File: src/rtl/cp_insert_ctrl.sv
// Cyclic-prefix insertion controller.
// Drives an external 2*NFFT-deep sample RAM as a ping-pong buffer. The writer
// fills one bank while the reader replays the other as CP (last NCP samples)
// followed by the full body. The controller never sees the sample data.
module cp_insert_ctrl #(
    parameter int NFFT = 64,
    parameter int NCP  = 16,
    parameter int B    = 6
) (
    input  logic         i_clk,
    input  logic         i_rst,
    input  logic         i_in_stb,
    output logic         o_in_rdy,
    output logic         o_wr_ena,
    output logic [B:0]   o_wr_adr,
    output logic         o_rd_ena,
    output logic [B:0]   o_rd_adr,
    output logic         o_out_stb,
    output logic         o_out_sof,
    output logic         o_out_eof
);

    typedef enum logic [1:0] {
        S_IDLE = 2'd0,
        S_CP   = 2'd1,
        S_BODY = 2'd2
    } state_t;

    localparam logic [B-1:0] LP_CNT_LAST = B'(NFFT - 1);
    localparam logic [B-1:0] LP_CP_FIRST = B'(NFFT - NCP);

    logic         r_wr_bank;
    logic [B-1:0] r_wr_cnt;
    logic [1:0]   r_bank_full;
    logic         r_rd_bank;
    logic [B-1:0] r_rd_cnt;
    state_t       r_state;
    logic         r_out_stb;
    logic         r_out_sof;
    logic         r_out_eof;

    logic         w_wr_ena;
    logic         w_wr_last;
    logic         w_rd_active;
    logic         w_cp_first;
    logic         w_body_last;
    logic [1:0]   w_full_set;
    logic [1:0]   w_full_clr;

    // Handshake, strobes and addresses; reset forces the interface quiet.
    always_comb begin
        // NOTE: every signal gets a default before any conditional assignment,
        // so no path leaves a value unassigned and no latch is inferred.
        w_full_set  = '0;
        w_full_clr  = '0;
        w_rd_active = (r_state != S_IDLE);
        w_cp_first  = (r_state == S_CP) && (r_rd_cnt == LP_CP_FIRST);
        w_body_last = (r_state == S_BODY) && (r_rd_cnt == LP_CNT_LAST);
        w_wr_ena    = i_in_stb & ~r_bank_full[r_wr_bank] & ~i_rst;
        w_wr_last   = w_wr_ena && (r_wr_cnt == LP_CNT_LAST);
        if (w_wr_last)   w_full_set[r_wr_bank] = 1'b1;
        if (w_body_last) w_full_clr[r_rd_bank] = 1'b1;

        o_in_rdy = i_rst | ~r_bank_full[r_wr_bank];
        o_wr_ena = w_wr_ena;
        o_wr_adr = i_rst ? '0 : {r_wr_bank, r_wr_cnt};
        o_rd_ena = w_rd_active & ~i_rst;
        o_rd_adr = o_rd_ena ? {r_rd_bank, r_rd_cnt} : '0;
    end

    // Writer: fill the current bank sample by sample, then hand it over.
    always_ff @(posedge i_clk) begin
        // NOTE: state registers use non-blocking assignments so every block
        // sees the pre-edge values regardless of evaluation order.
        if (i_rst) begin
            r_wr_bank <= 1'b0;
            r_wr_cnt  <= '0;
        end else if (w_wr_ena) begin
            if (w_wr_last) begin
                r_wr_cnt  <= '0;
                r_wr_bank <= ~r_wr_bank;
            end else begin
                r_wr_cnt  <= r_wr_cnt + 1'b1;
            end
        end
    end

    // Bank ownership: writer sets and reader clears, always on opposite banks.
    always_ff @(posedge i_clk) begin
        if (i_rst) r_bank_full <= 2'b00;
        else       r_bank_full <= (r_bank_full & ~w_full_clr) | w_full_set;
    end

    // Reader FSM: replay CP then body of each full bank, with registered framing.
    always_ff @(posedge i_clk) begin
        if (i_rst) begin
            r_state   <= S_IDLE;
            r_rd_bank <= 1'b0;
            r_rd_cnt  <= '0;
            r_out_stb <= 1'b0;
            r_out_sof <= 1'b0;
            r_out_eof <= 1'b0;
        end else begin
            r_out_stb <= w_rd_active;
            r_out_sof <= w_cp_first;
            r_out_eof <= w_body_last;
            case (r_state)
                S_IDLE: begin
                    if (r_bank_full[r_rd_bank]) begin
                        r_state  <= S_CP;
                        r_rd_cnt <= LP_CP_FIRST;
                    end
                end
                S_CP: begin
                    if (r_rd_cnt == LP_CNT_LAST) begin
                        r_rd_cnt <= '0;
                        r_state  <= S_BODY;
                    end else begin
                        r_rd_cnt <= r_rd_cnt + 1'b1;
                    end
                end
                S_BODY: begin
                    if (w_body_last) begin
                        r_rd_bank <= ~r_rd_bank;
                        // Chain straight into the next symbol when it is ready.
                        if (r_bank_full[~r_rd_bank]) begin
                            r_state  <= S_CP;
                            r_rd_cnt <= LP_CP_FIRST;
                        end else begin
                            r_state  <= S_IDLE;
                            r_rd_cnt <= '0;
                        end
                    end else begin
                        r_rd_cnt <= r_rd_cnt + 1'b1;
                    end
                end
                default: begin
                    r_state  <= S_IDLE;
                    r_rd_cnt <= '0;
                end
            endcase
        end
    end

    assign o_out_stb = r_out_stb;
    assign o_out_sof = r_out_sof;
    assign o_out_eof = r_out_eof;

endmodule

File: config.mk
export PLATFORM = sky130hd
export DESIGN_NAME = cp_insert_ctrl
export DESIGN_NICKNAME = d
export VERILOG_FILES = /design/src/rtl/cp_insert_ctrl.sv
export SDC_FILE = /design/constraint.sdc
export NUM_CORES = 1
export LEC_CHECK = 0
export ABC_AREA = 0
export CAP_MARGIN = 20
export CORE_MARGIN = 2
export CORE_UTILIZATION = 69
export CTS_BUF_LIST = sky130_fd_sc_hd__clkbuf_8
export DETAILED_ROUTE_END_ITERATION = 10
export DONT_BUFFER_PORTS = 1
export HOLD_SLACK_MARGIN = 0.06
export PLACE_DENSITY = 0.89
export REMOVE_ABC_BUFFERS = 1
export SLEW_MARGIN = 20
export SYNTH_ARGS = -nofsm -noshare
export SYNTH_HDL_FRONTEND = slang
export SYNTH_SLANG_ARGS = --single-unit
File: constraint.sdc
create_clock -name i_clk -period 2.3 [get_ports i_clk]
set_input_delay 0.46 -clock i_clk [delete_from_list [all_inputs] [get_ports i_clk]]
set_output_delay 0.46 -clock i_clk [all_outputs]
set_load 0.05 [all_outputs]
Word-level counts from Yosys, hierarchy flattened

Cells that the tools add are included.

Output and inout bits: 20
Logic and storage cells: 70
Bits of input ports: 3
Flip-flop bits (word level): 21

Mux-type cells: 25
Reduce and logical (&&, ||, !) cells: 10
Eq/ne operators: 8
Bitwise gates (word level): 11
Add/subtract/negate cells: 2
Order comparisons: 5

Operators by type and width:

| kind                                                                         | number |
|---|---|
| 6-bit 2-to-1 mux                                                             | 5 |
| 6-bit equality test, second input constant                                   | 3 |
| 6-bit one-hot mux with 3 select lines                                        | 1 |
| 7-bit 2-to-1 mux                                                             | 2 |
| 6-bit by 1-bit adder with 6-bit output, second input constant                | 2 |
| 2-bit 2-to-1 mux                                                             | 5 |
| 1-bit 2-to-1 mux                                                             | 9 |
| 1-bit by 2-bit less-than comparator with 1-bit output, second input constant | 3 |
| 2-bit one-hot mux with 3 select lines                                        | 1 |
| 1-bit logical AND                                                            | 5 |
| 2-bit != test, second input constant                                         | 2 |
| 1-bit inverter                                                               | 4 |
| 2-bit AND reduction                                                          | 2 |
| 1-bit AND                                                                    | 3 |
| 3-bit AND reduction                                                          | 1 |
| 2-bit AND                                                                    | 1 |
| 1-bit demux with 1-bit select                                                | 2 |
| 2-bit by 1-bit equality test with 1-bit output, second input constant        | 1 |
| 2-bit equality test, second input constant                                   | 1 |
| 1-bit greater-or-equal comparator, second input constant                     | 2 |
| 2-bit logical NOT                                                            | 1 |
| 2-bit by 1-bit != test with 1-bit output, second input constant              | 1 |
| 2-bit inverter                                                               | 1 |
| 2-bit OR                                                                     | 1 |
| other kinds (2)                                                              | 2 |

Depth between registers and ports, before layout

Depth in word-level cells: 8
Gate-level depth with buffers: 6
Gate-level depth less buffers: 5

Worst setup path before layout

OpenSTA, ideal clock, no wires.

Path kind: in2out
From: input port i_rst
To: output port o_rd_adr[2]
Stages on the path: 3
Arrival time: 1.934 ns
Setup slack: -0.094 ns
Path buffers: 1
Required time: 1.840 ns
Cells stage by stage: clkbuf_1 -> nor2_1 -> and2_1

Longest elaborated chain between the ends: 3

Ends and longest elaborated chain:

| what               | line | RTL |
|---|---|---|
| start: declaration | 11   | `input logic i_rst,` |
| 1-bit inverter     | 67   | `o_rd_ena = w_rd_active & ~i_rst;` |
| 1-bit AND          | 67   |  |
| net o_rd_ena       | 16   | `output logic o_rd_ena,` |
| 7-bit 2-to-1 mux   | 68   | `o_rd_adr = o_rd_ena ? {r_rd_bank, r_rd_cnt} : '0;` |
| end: declaration   | 17   | `output logic [B:0] o_rd_adr,` |

The timed path passes the listed nets, and every way through them passes these cells.

Worst setup path after layout

From: register r_state[0]
To: output port o_rd_adr[4]

Longest elaborated chain between the ends: 3

Ends and longest elaborated chain:

| what                     | line | RTL |
|---|---|---|
| start: declaration       | 37   | `state_t r_state;` |
| start signal: assignment | 97   | `r_state <= S_IDLE;` |
| start signal: assignment | 110  | `r_state <= S_CP;` |
| start signal: assignment | 117  | `r_state <= S_BODY;` |
| 2-bit nonzero test       | 56   | `w_rd_active = (r_state != S_IDLE);` |
| 1-bit AND                | 67   |  |
| 7-bit 2-to-1 mux         | 68   |  |

Every way passes these cells.

==> results.md <==
- Min Tclk post-route: 2.159 ns
- Clk buf depth: 2
- Root Driver: clkbuf_8
- Clk network pwr share: 31.2%
- Power density over the cells: 593.5 mW/mm²
- Hold_buf cts: 0
- Rows: 14
- CTS sink cnt: 21
- First-pass GRT wire length: approximately 4800 µm
- Final hold vios: 0
- Setup Viol. Count Final: 0
- Hold Path Stages: 1
- Status: completed
- CP Capture Type: output pin
- Setup Fix Bufs, Post-CTS: 0
- DRC: 0
- Layout area overhead: 16.22%
- CTS clk-pin slew, worst paths: 0.08 ns
- Via density: 6.263
- Number of routed nets with antenna violations: 0
- Sw Ratio: 30.91%
- Number of global-route vias before repair: 996
- Async SR Flop Fraction: 0%
- Placer Congestion: 0.8069
- Crit-path max FO: 11
- # IOs: 23
- Post-Syn Instances: approximately 140
- Worst-Skew Late Latency: 0.27 ns
- Total gr overflow: 0
- RSZ-0062 raised after global routing: false
- WP data arrival: about 1.7 ns
- Largest net degree at the start of global routing: 35
- Comb power frac: between 10% and 20%
- Fin area: 0.001345 mm²
- Main synth FF type: dfxtp_1
- Count of unique library cells instantiated by Yosys: 40
- Max cap viols: 0
- Clock buffer count from CTS: 3
- Seq/Total Area, Yosys: 36.32%
- Nets: 158
- Post-synth EDFFs: 0
- Switching pwr: between 200 and 250 µW
- Chip height: between 40 and 50 µm
- H-tree depth: 1
- CP Data Required Time: 1.84 ns
- FF-to-FF path depth: 4
- Final slew viol count: 0
- Vias: 1046
- Cts repair resizes: 0
- Min-Delay Path Class: primary input to register
- All-Layer GR Usage: 33.03%
- Yosys reg bits: 21
- Fin util: 87.26%
- Synth Cell Area: 0.001157 mm²
- Yosys warnings: 0
- Wire length per cell: 16.65 µm
- Leak Pwr: 0.5245 nW
- Placed instance area: 0.001299 mm²
- CTS tree: yes
- Core area: 0.001541 mm²
- ANT cells: 0
- Dpl ws: around 0.51 ns
- Initial Util: 75.08%
- Drt pass-1 iters: 4
- Internal: 551.5 µW
- Worst Max-Slew Pin Slew: 0.4923 ns
- DRT Wirelength: roughly 2800 µm
- CP startpoint kind: register
- Setup ws final: 0.1412 ns
- Die area: approximately 0.002 mm²
- Rel. slew slack: 67.06%
- Fraction of layout cells with a size suffix above 1: 16.56%
- Mapped Avg Cell Area: 8.208 µm²
- Chip width: 44.96 µm
- IO Port Bufs: 0
- Hpwl dp: 1812 µm
- DRT iter0 DRCs: 51
- VDD IR-drop max: 0.5240 mV
- Clk_skew: 0.004291 ns
- Initial antenna violation count: 0
- Crit path kind: register to output pin
- Fmax achieved: 463.2 MHz
- Tcrit/Tclk final: 93.86%
- Reg power frac: 52.9%
==> cell type report <==
class                           count  area [µm²]
Inverter                            7       26.28
Multi-Input combinational cell    103       661.9
Timing Repair Buffer               16       170.2
Fill cell                          77       196.4
Clock buffer                        3       41.29
Clock inverter                      1       5.005
Tap cell                           16       20.02
Sequential cell                    21       420.4
==> sequential cells by signal, indices dropped and copies added, names as in the netlist <==
register,count
r_rd_cnt,6
o_out_stb,1
r_wr_cnt,6
o_out_eof,1
o_out_sof,1
r_state,2
r_rd_bank,1
r_bank_full,2
r_wr_bank,1
==> cells in the mapped netlist (all sizes together), types with 2 or more instances <==
| cell | instances | share of area (%) |
|---|---|---|
| a21o | 2 | 1.3 |
| a21oi | 6 | 2.6 |
| a31oi | 2 | 1.1 |
| and2 | 6 | 3.2 |
| buf | 5 | 2.6 |
| clkbuf | 5 | 1.6 |
| dfxtp | 21 | 36 |
| ha | 3 | 3.2 |
| inv | 7 | 2.3 |
| mux2 | 3 | 3.2 |
| mux2i | 3 | 2.6 |
| nand2 | 9 | 2.9 |
| nand3 | 4 | 1.7 |
| nand4 | 4 | 2.2 |
| nor2 | 18 | 5.8 |
| nor2b | 7 | 3.8 |
| nor3 | 8 | 3.5 |
| nor4 | 2 | 2.4 |
| o21ai | 3 | 1.3 |
| o41ai | 2 | 1.5 |
| xnor2 | 7 | 5.3 |
==> per-stage QoR <==
stage | hold WS (ns) | total power, mW | setup TNS [ns] | cells
6_report | 0.2540 | 0.7982 | 0 | 167
5_1_grt | 0.2503 | 0.8266 | 0 | 167
4_1_cts | 0.2547 | 0.7909 | 0 | 167
3_5_place_dp | 0.5281 | 0.5451 | 0 | 163
3_3_place_gp | 0.5032 | 0.5381 | 0 | 163
2_1_floorplan | 0.4767 | 0.5100 | -0.2339 | 131
==> per-layer routing <==
layer / track usage (%) / share of wire (%) / vias to the layer above
met5: 0 / 0 / -
met4: 16.47 / 4.0 / 0
met3: 5.600 / 6.1 / 12
met2: 53.43 / 47 / 54
met1: 42.25 / 43 / 479
li1: - / - / 501
==> final timing paths <==
kind,slack [ns],to,start
worst max-delay path,0.14,o_rd_adr[4],r_state[0]$_SDFFE_PP0P_
worst min-delay path,0.25,r_wr_cnt[2]$_SDFFE_PP0P_,i_rst
worst max register to register,0.58,r_rd_cnt[4]$_SDFFE_PP0P_,r_state[0]$_SDFFE_PP0P_
worst min register to register,0.54,r_bank_full[0]$_SDFF_PP0_,r_bank_full[0]$_SDFF_PP0_
==> worst max-delay path, stage by stage, from the launching register on <==
cell and delay [ns]:
dfxtp_1 0.42, nor2_1 0.45, nor2_1 0.16, and2_1 0.24
buf_12 0.16
==> logic make-up after synthesis <==
| group | count (synthesis) | share of synthesized area [%] |
|---|---|---|
| adders and majority gates | 3 | 3.244 |
| AOI/OAI and AO/OA | 19 | 10.59 |
| and+or+nand+nor | 67 | 31.46 |
| muxes | 6 | 5.837 |
| xor gates and xnor gates | 8 | 6.054 |
| buffers and inverters | 17 | 6.486 |
| DFF | 21 | 36.32 |
==> cell usage in the layout (no fill, tap or decap), types with 5 or more instances in the layout <==
cell / synthesis / layout
a21oi_1: 6 / 6
buf_4: 0 / 12
and2_1: 5 / 5
dfxtp_1: 21 / 21
nor2_1: 18 / 18
nor2b_1: 7 / 7
nand2_1: 9 / 9
xnor2_1: 7 / 7
nor3_1: 8 / 8
inv_1: 7 / 7
==> power by group through the flow <==
stage | Clock, mW | Sequential (mW) | Combinational, mW
2_1_floorplan | 0 | 0.420 | 0.0896
3_3_place_gp | 0 | 0.427 | 0.111
3_5_place_dp | 0 | 0.428 | 0.117
4_1_cts | 0.246 | 0.420 | 0.125
5_1_grt | 0.267 | 0.426 | 0.133
6_report | 0.249 | 0.422 | 0.127
Power figures use the tool's default switching activity.
